==> src/rtl/muldiv_pkg.sv <==
// Shared encodings for the RV32M multiply/divide sequencer: funct3 codes,
// the M-extension funct7 value, FSM state and iteration-step mode.
package muldiv_pkg;

    localparam logic [2:0] F3_MUL    = 3'b000;
    localparam logic [2:0] F3_MULH   = 3'b001;
    localparam logic [2:0] F3_MULHSU = 3'b010;
    localparam logic [2:0] F3_MULHU  = 3'b011;
    localparam logic [2:0] F3_DIV    = 3'b100;
    localparam logic [2:0] F3_DIVU   = 3'b101;
    localparam logic [2:0] F3_REM    = 3'b110;
    localparam logic [2:0] F3_REMU   = 3'b111;

    localparam logic [6:0] FUNCT7_MULDIV = 7'b0000001;

    typedef enum logic [1:0] {
        IDLE = 2'b00,
        BUSY = 2'b01,
        DONE = 2'b10
    } state_e;

    typedef enum logic {
        ITER_MUL = 1'b0,
        ITER_DIV = 1'b1
    } iter_mode_e;

    function automatic logic is_div_op(input logic [2:0] f3);
        return f3[2];
    endfunction

endpackage

==> src/rtl/muldiv_iter.sv <==
// One combinational iteration of the shift-add multiplier or restoring divider.
// The accumulator is {high half, low half}; the divider keeps {remainder, dividend/quotient}.
module muldiv_iter
    import muldiv_pkg::*;
#(
    parameter int XLEN = 32
) (
    input  logic [2*XLEN-1:0] acc_i,
    input  logic [XLEN-1:0]   opnd_i,
    input  iter_mode_e        mode_i,
    output logic [2*XLEN-1:0] acc_o,
    output logic              q_bit_o
);

    logic [XLEN:0] add_sum;
    logic [XLEN:0] rem_shift;
    logic [XLEN:0] trial;

    always_comb begin
        add_sum   = {1'b0, acc_i[2*XLEN-1:XLEN]} + (acc_i[0] ? {1'b0, opnd_i} : '0);
        rem_shift = acc_i[2*XLEN-1:XLEN-1];
        trial     = rem_shift - {1'b0, opnd_i};
        acc_o     = '0;
        q_bit_o   = 1'b0;
        if (mode_i == ITER_MUL) begin
            acc_o = {add_sum, acc_i[XLEN-1:1]};
        end else begin
            // remainder stays below the divisor, so bit XLEN of the trial is a clean borrow
            q_bit_o = ~trial[XLEN];
            acc_o   = {(q_bit_o ? trial[XLEN-1:0] : rem_shift[XLEN-1:0]), acc_i[XLEN-2:0], 1'b0};
        end
    end

endmodule

==> src/rtl/muldiv_seq.sv <==
// RV32M multi-cycle multiply/divide sequencer for the EX stage.
// Optional MULDIV_FAST_MUL_EN: single-cycle combinational multiplies, divides still iterate.
module muldiv_seq
    import muldiv_pkg::*;
#(
    parameter int XLEN = 32
) (
    input  logic            clk_i,
    input  logic            rst_ni,
    input  logic            start_i,
    input  logic [2:0]      funct3_i,
    input  logic [XLEN-1:0] op_a_i,
    input  logic [XLEN-1:0] op_b_i,
    input  logic            flush_i,
    output logic            stall_o,
    output logic            busy_o,
    output logic            valid_o,
    output logic [XLEN-1:0] result_o
);

    localparam int CW = $clog2(XLEN) + 1;

    state_e            state_q;
    logic [CW-1:0]     cnt_q;
    logic [2:0]        f3_q;
    logic              neg_q;
    logic              neg_a_q;
    logic [XLEN-1:0]   opnd_q;
    logic [2*XLEN-1:0] acc_q;

    logic              a_signed;
    logic              b_signed;
    logic              sign_a;
    logic              sign_b;
    logic [XLEN-1:0]   mag_a;
    logic [XLEN-1:0]   mag_b;
    logic              div_zero;
    logic              div_ovf;
    logic [XLEN-1:0]   special_res;
    logic [2*XLEN-1:0] acc_step;
    logic [2*XLEN-1:0] acc_nxt;
    logic              q_bit;
    iter_mode_e        iter_mode;

    function automatic logic [XLEN-1:0] pick_result(
        input logic [2:0]      f3,
        input logic [2*XLEN-1:0] acc,
        input logic            neg,
        input logic            neg_a
    );
        logic [2*XLEN-1:0] prod;
        logic [XLEN-1:0]   quo;
        logic [XLEN-1:0]   rem;
        prod = neg ? -acc : acc;
        quo  = neg ? -acc[XLEN-1:0] : acc[XLEN-1:0];
        rem  = neg_a ? -acc[2*XLEN-1:XLEN] : acc[2*XLEN-1:XLEN];
        case (f3)
            F3_MUL:                       pick_result = prod[XLEN-1:0];
            F3_MULH, F3_MULHSU, F3_MULHU: pick_result = prod[2*XLEN-1:XLEN];
            F3_DIV, F3_DIVU:              pick_result = quo;
            default:                      pick_result = rem;
        endcase
    endfunction

    always_comb begin
        a_signed = (funct3_i == F3_MULH) || (funct3_i == F3_MULHSU) ||
                   (funct3_i == F3_DIV)  || (funct3_i == F3_REM);
        b_signed = (funct3_i == F3_MULH) || (funct3_i == F3_DIV) || (funct3_i == F3_REM);
        sign_a   = a_signed & op_a_i[XLEN-1];
        sign_b   = b_signed & op_b_i[XLEN-1];
        mag_a    = sign_a ? -op_a_i : op_a_i;
        mag_b    = sign_b ? -op_b_i : op_b_i;

        div_zero = is_div_op(funct3_i) && (op_b_i == '0);
        div_ovf  = ((funct3_i == F3_DIV) || (funct3_i == F3_REM)) &&
                   (op_a_i == {1'b1, {(XLEN-1){1'b0}}}) && (op_b_i == '1);

        special_res = '0;
        if (div_zero) begin
            special_res = funct3_i[1] ? op_a_i : '1;
        end else if (div_ovf) begin
            special_res = funct3_i[1] ? '0 : op_a_i;
        end
    end

`ifdef MULDIV_FAST_MUL_EN
    logic [2*XLEN-1:0] fast_prod;
    assign fast_prod = {{XLEN{1'b0}}, mag_a} * {{XLEN{1'b0}}, mag_b};
`endif

    assign iter_mode = is_div_op(f3_q) ? ITER_DIV : ITER_MUL;

    muldiv_iter #(.XLEN(XLEN)) u_iter (
        .acc_i   (acc_q),
        .opnd_i  (opnd_q),
        .mode_i  (iter_mode),
        .acc_o   (acc_step),
        .q_bit_o (q_bit)
    );

    assign acc_nxt = {acc_step[2*XLEN-1:1], acc_step[0] | q_bit};

    // combinational so the front end freezes in the same cycle the instruction is accepted
    assign stall_o = ((state_q == IDLE) && start_i && !flush_i) || (state_q == BUSY);

    always_ff @(posedge clk_i or negedge rst_ni) begin
        if (!rst_ni) begin
            state_q  <= IDLE;
            cnt_q    <= '0;
            f3_q     <= '0;
            neg_q    <= 1'b0;
            neg_a_q  <= 1'b0;
            opnd_q   <= '0;
            acc_q    <= '0;
            busy_o   <= 1'b0;
            valid_o  <= 1'b0;
            result_o <= '0;
        end else begin
            valid_o <= 1'b0;
            if (flush_i) begin
                state_q <= IDLE;
                cnt_q   <= '0;
                busy_o  <= 1'b0;
            end else begin
                case (state_q)
                    IDLE: begin
                        if (start_i) begin
                            f3_q    <= funct3_i;
                            neg_q   <= sign_a ^ sign_b;
                            neg_a_q <= sign_a;
                            if (div_zero || div_ovf) begin
                                result_o <= special_res;
                                valid_o  <= 1'b1;
                                state_q  <= DONE;
`ifdef MULDIV_FAST_MUL_EN
                            end else if (!is_div_op(funct3_i)) begin
                                result_o <= pick_result(funct3_i, fast_prod, sign_a ^ sign_b, sign_a);
                                valid_o  <= 1'b1;
                                state_q  <= DONE;
`endif
                            end else begin
                                if (is_div_op(funct3_i)) begin
                                    acc_q  <= {{XLEN{1'b0}}, mag_a};
                                    opnd_q <= mag_b;
                                end else begin
                                    acc_q  <= {{XLEN{1'b0}}, mag_b};
                                    opnd_q <= mag_a;
                                end
                                cnt_q   <= CW'(XLEN);
                                busy_o  <= 1'b1;
                                state_q <= BUSY;
                            end
                        end
                    end
                    BUSY: begin
                        acc_q <= acc_nxt;
                        cnt_q <= cnt_q - 1'b1;
                        if (cnt_q == CW'(1)) begin
                            result_o <= pick_result(f3_q, acc_nxt, neg_q, neg_a_q);
                            valid_o  <= 1'b1;
                            busy_o   <= 1'b0;
                            state_q  <= DONE;
                        end
                    end
                    DONE:    state_q <= IDLE;
                    default: state_q <= IDLE;
                endcase
            end
        end
    end

endmodule

==> config.mk <==
export PLATFORM = sky130hd
export DESIGN_NAME = muldiv_seq
export DESIGN_NICKNAME = d
export VERILOG_FILES = /design/src/rtl/muldiv_pkg.sv /design/src/rtl/muldiv_iter.sv /design/src/rtl/muldiv_seq.sv
export SDC_FILE = /design/constraint.sdc
export NUM_CORES = 1
export LEC_CHECK = 0
export BUFFER_PORTS_ARGS = -buffer_cell sky130_fd_sc_hd__buf_2
export CORE_MARGIN = 5
export CORE_UTILIZATION = 64
export CTS_BUF_LIST = sky130_fd_sc_hd__clkbuf_8
export DETAILED_ROUTE_END_ITERATION = 6
export GPL_TIMING_DRIVEN = 0
export HOLD_SLACK_MARGIN = 0.1
export PLACE_DENSITY = 0.94
export SLEW_MARGIN = 10
export SYNTH_ARGS = -nofsm -noshare
export SYNTH_HDL_FRONTEND = slang
export SYNTH_SLANG_ARGS = --single-unit
==> constraint.sdc <==
create_clock -name clk_i -period 5.9 [get_ports clk_i]
set_input_delay 0.295 -clock clk_i [delete_from_list [all_inputs] [get_ports clk_i]]
set_output_delay 0.295 -clock clk_i [all_outputs]
set_load 0.03 [all_outputs]
==> flow_metrics.py <==
metrics = {
    "power_and_ir_drop": {
        "share_seq_of_total_power": 0.174,
        "ir_drop_v": 0.0002835,
        "pwr-share-comb": 0.730,
        "power_density_nw_per_um2": 511.6,
        "clkPwrFrac": 0.096,
        "p_leak_nw": 7.395,
        "switchingPower_mw": 5.379,
        "internal-power_mw": 3.759,
        "p_sw_frac": 0.5886,
    },
    "sta": {
        "grt_setup_unrepaired": "true",
        "worst_slack_ps": -98.03,
        "clock.fmax_mhz": 166.7,
        "tns_ps": -276.4,
        "fin_crit_sh": 1.017,
        "tightestPinTransition_ps": 1289,
        "final_max_slew_viol_count": 0,
        "setup_viol": 5,
        "final-hold-violation-count": 0,
        "worst_hold_slack_ps": 153.4,
        "slew_headroom": 0.1369,
        "post-route-min-period_ps": 5998,
        "finClkSkew_ps": 27.16,
    },
    "layout": {
        "drive_above_1_share": 0.1060,
        "layout_commonest_cell": "nand2_1",
        "final_core_util": 0.7155,
        "fin_area_um2": 17860,
        "mostFrequentLayoutCells": "nand2_1 (275), o21ai_0 (263), nor2_1 (205)",
        "n_antenna_cell": 0,
        "syn2layout_area_growth_pct": 10.80,
        "fin_nets": 2528,
    },
    "synthesis": {
        "synth-async-reset-ratio": 1.000,
        "ys.flop_type": "dfrtp_1",
        "synth-seq-cells": 143,
        "synth-compound-area-share": 0.3014,
        "ys_types": 98,
        "yosys.area_share.simple": 0.2346,
        "synth.avg_cell_area_um2": 7.197,
        "synth_fa_ha_area_frac": 0.05759,
        "synth_fp_nets": 2384,
        "synth_cells": 2240,
        "synth_edf_count": 0,
        "synth_mux_area_frac": 0.03198,
        "ys_seq_area_frac": 0.2220,
        "synth_area_um2": 16120,
        "synth_top_family_by_area": "compound AO/OA/AOI/OAI gates",
        "ys_warn_count": 0,
        "synth_xor_area_frac": 0.09725,
    },
    "global_routing": {
        "antenna_found_initial": 1,
        "grt_max_degree": 76,
        "overflow": 0,
        "grt_pass1_wl_um": 106200,
        "first_global_vias": 17960,
        "grt_usage": 0.4819,
    },
    "cts": {
        "clockRootBuffer": "clkbuf_8",
        "clock_latency_ps": 500,
        "cts_htree_levels": 4,
        "path_clk_slew_ps": 120,
        "numCtsBuffers": 17,
        "cts.sinks": 143,
        "clockBufferDepth": 2,
        "cts_tree": "yes",
    },
    "floorplan": {
        "die_w_um": 168.7,
        "io_pins": 106,
        "fp-row-count": 58,
        "die_height_um": 168.7,
        "fp.coreArea_um2": 24960,
        "dieArea_um2": 28460,
        "floorplan.initialDensity": 0.6457,
    },
    "run": {
        "drv_cap": 0,
    },
    "setup_path": {
        "arrival_ps": 6360,
        "start_kind": "flip-flop",
        "cp_top_family": "compound AO/OA/AOI/OAI gates",
        "critPathKind": "flip-flop to flip-flop",
        "crit_cells": 20,
        "cp-endpoint": "result_o[27]",
        "path_cells": "inv_1 -> ha_1 -> inv_1 -> fa_1 -> a211oi_2 -> o211ai_1 -> a211oi_2 -> a211o_1 -> mux2i_2 -> nand2_1 -> clkbuf_1 -> a311oi_4 -> nand4b_1 -> buf_4 -> nor3_4 -> nand2_1 -> nor3_1 -> nor3_1 -> a211oi_2 -> o221ai_1",
        "critPathLaunch": "acc_q[31]",
        "worst_ep_required_time_ps": 6260,
        "critPathBufInv": 4,
        "r2r_cells": 20,
        "reg2reg_slack_ps": -100,
        "crit_path_end_kind": "flip-flop",
        "cpMaxStageDelayCell": "a311oi_4",
        "crit_fanout": 10,
        "r2r-start": "acc_q[31]",
        "r2r-end": "result_o[27]",
        "max_stage_delay_ps": 580,
        "path_common_cell": "a211oi_2",
    },
    "detailed_routing": {
        "drcViolationCount": 0,
        "ant_nets": 0,
        "avgViaCountPerCell": 7.228,
        "wl_um": 71520,
        "wire_per_inst_um": 26.23,
        "first_pass_iters": 7,
        "drt_iter0_drc": 3495,
        "dr_total_vias": 19710,
    },
    "worst_hold_path": {
        "min_path_type": "primary input to flip-flop",
    },
    "place": {
        "place_area_um2": 17100,
        "gp_congestion": 1.120,
        "dp.final_hpwl_um": 55840,
        "portBuffers": 105,
    },
    "outcome": {
        "violations": "negative setup slack",
        "status": "finished, violations left",
    },
}
[registers in the layout, summed over array words and instances, names as in the netlist]
signal	cells
acc_q	64
f3_q	3
state_q	2
busy_o	1
cnt_q	6
neg_a_q	1
neg_q	1
result_o	32
valid_o	1
opnd_q	32
[stage by stage]
step | std cells | setup slack [ps] | total power, mW
floorplan | 2240 | 929.9 | 5.569
global route | 2727 | -193.9 | 9.409
finish | 2727 | -98.03 | 9.138
CTS | 2712 | 36.04 | 8.458
global placement | 2675 | -552.6 | 7.332
detailed placement | 2676 | -598.7 | 7.435
[cell usage after synthesis (all sizes together), types with 5 or more instances]
cell type / count / share of area
o21ai: 280 / 0.087
nand2: 276 / 0.064
nor2: 207 / 0.049
a21oi: 194 / 0.060
dfrtp: 143 / 0.22
xnor2: 113 / 0.061
clkbuf: 103 / 0.024
inv: 81 / 0.019
ha: 71 / 0.055
xor2: 66 / 0.036
nor3: 59 / 0.019
and2: 47 / 0.018
mux2i: 44 / 0.028
buf: 40 / 0.012
a31oi: 38 / 0.015
nand3: 36 / 0.011
a211oi: 33 / 0.017
nand4: 32 / 0.012
o31ai: 29 / 0.014
nor4: 25 / 0.011
a21o: 24 / 0.011
or3: 21 / 0.0085
o211ai: 20 / 0.0096
nand2b: 17 / 0.0066
nor2b: 16 / 0.0062
o221ai: 16 / 0.0087
o21a: 15 / 0.0070
o22ai: 15 / 0.0058
or2: 15 / 0.0060
a22o: 11 / 0.0060
a221oi: 10 / 0.0058
nand4b: 9 / 0.0049
o41ai: 9 / 0.0063
a21boi: 8 / 0.0037
a311oi: 8 / 0.0070
o21bai: 8 / 0.0037
or4: 8 / 0.0037
a221o: 7 / 0.0043
and3: 6 / 0.0023
mux2: 6 / 0.0044
o31a: 5 / 0.0027
[routing by layer]
| layer | global-route usage | wire length, um | up-vias |
|---|---|---|---|
| li1 | - | - | 8426 |
| met1 | 0.6037 | 24540 | 8927 |
| met2 | 0.6967 | 28620 | 1868 |
| met3 | 0.1787 | 11890 | 483 |
| met4 | 0.3077 | 6360 | 6 |
| met5 | 0.02087 | 102 | - |
[what timing repair did]
item	CTS	global route
pin swaps	2	10
setup buffers	4	15
endpoints found under the setup margin	26	25
resized for setup	18	16
cloned	0	0
hold buffers	1	0
hold endpoints to repair	68	0
[final cells by class]
cell class                      count  area, um^2
Clock buffer                       17       234.0
Tap cell                          330       412.9
Multi-Input combinational cell   1873       11830
Buffer                            142       590.6
Inverter                           81       304.0
Fill cell                        2128        7103
Clock inverter                     15       183.9
Timing Repair Buffer              126       728.2
Sequential cell                   143        3580
[worst register-to-register path, delay by kind of cell (launching register included)]
kind,cells,cell delay (ps)
adder cells (fa/ha/maj),2,620
multiplexers,1,350
flip-flops,1,490
AND/OR/NAND/NOR,6,1390
AO/OA/AOI/OAI,7,2260
buffers and inverters,4,770
[worst min-delay path by stage]
stage,end,cells past startpoint,slack (ps),startpoint
floorplan,acc_q[0],0,-0.6,rst_ni
global placement,cnt_q[5],1,470,cnt_q[5]
detailed placement,result_o[17],1,290,rst_ni
CTS,f3_q[0],2,150,funct3_i[0]
global route,f3_q[0],2,150,funct3_i[0]
finish,f3_q[0],2,150,funct3_i[0]
[power by group through the flow]
stage	registers, mW	logic [mW]	clock network [mW]
after floorplan	1.58	3.99	0
after global placement	1.55	5.78	0
after detailed placement	1.56	5.87	0
after CTS	1.55	6.05	0.853
after global routing	1.60	6.92	0.886
final	1.59	6.67	0.874
[cells by family (layout without fill, tap and decap cells)]
| logic type | Yosys count | count (layout) |
|---|---|---|
| compound gates | 777 | 777 |
| simple gates | 794 | 794 |
| buf+inv | 224 | 381 |
| mux | 50 | 50 |
| flops | 143 | 143 |
| fa+ha+maj | 73 | 73 |
| xor+xnor | 179 | 179 |
No activity file was read; power rests on OpenSTA's default activity.
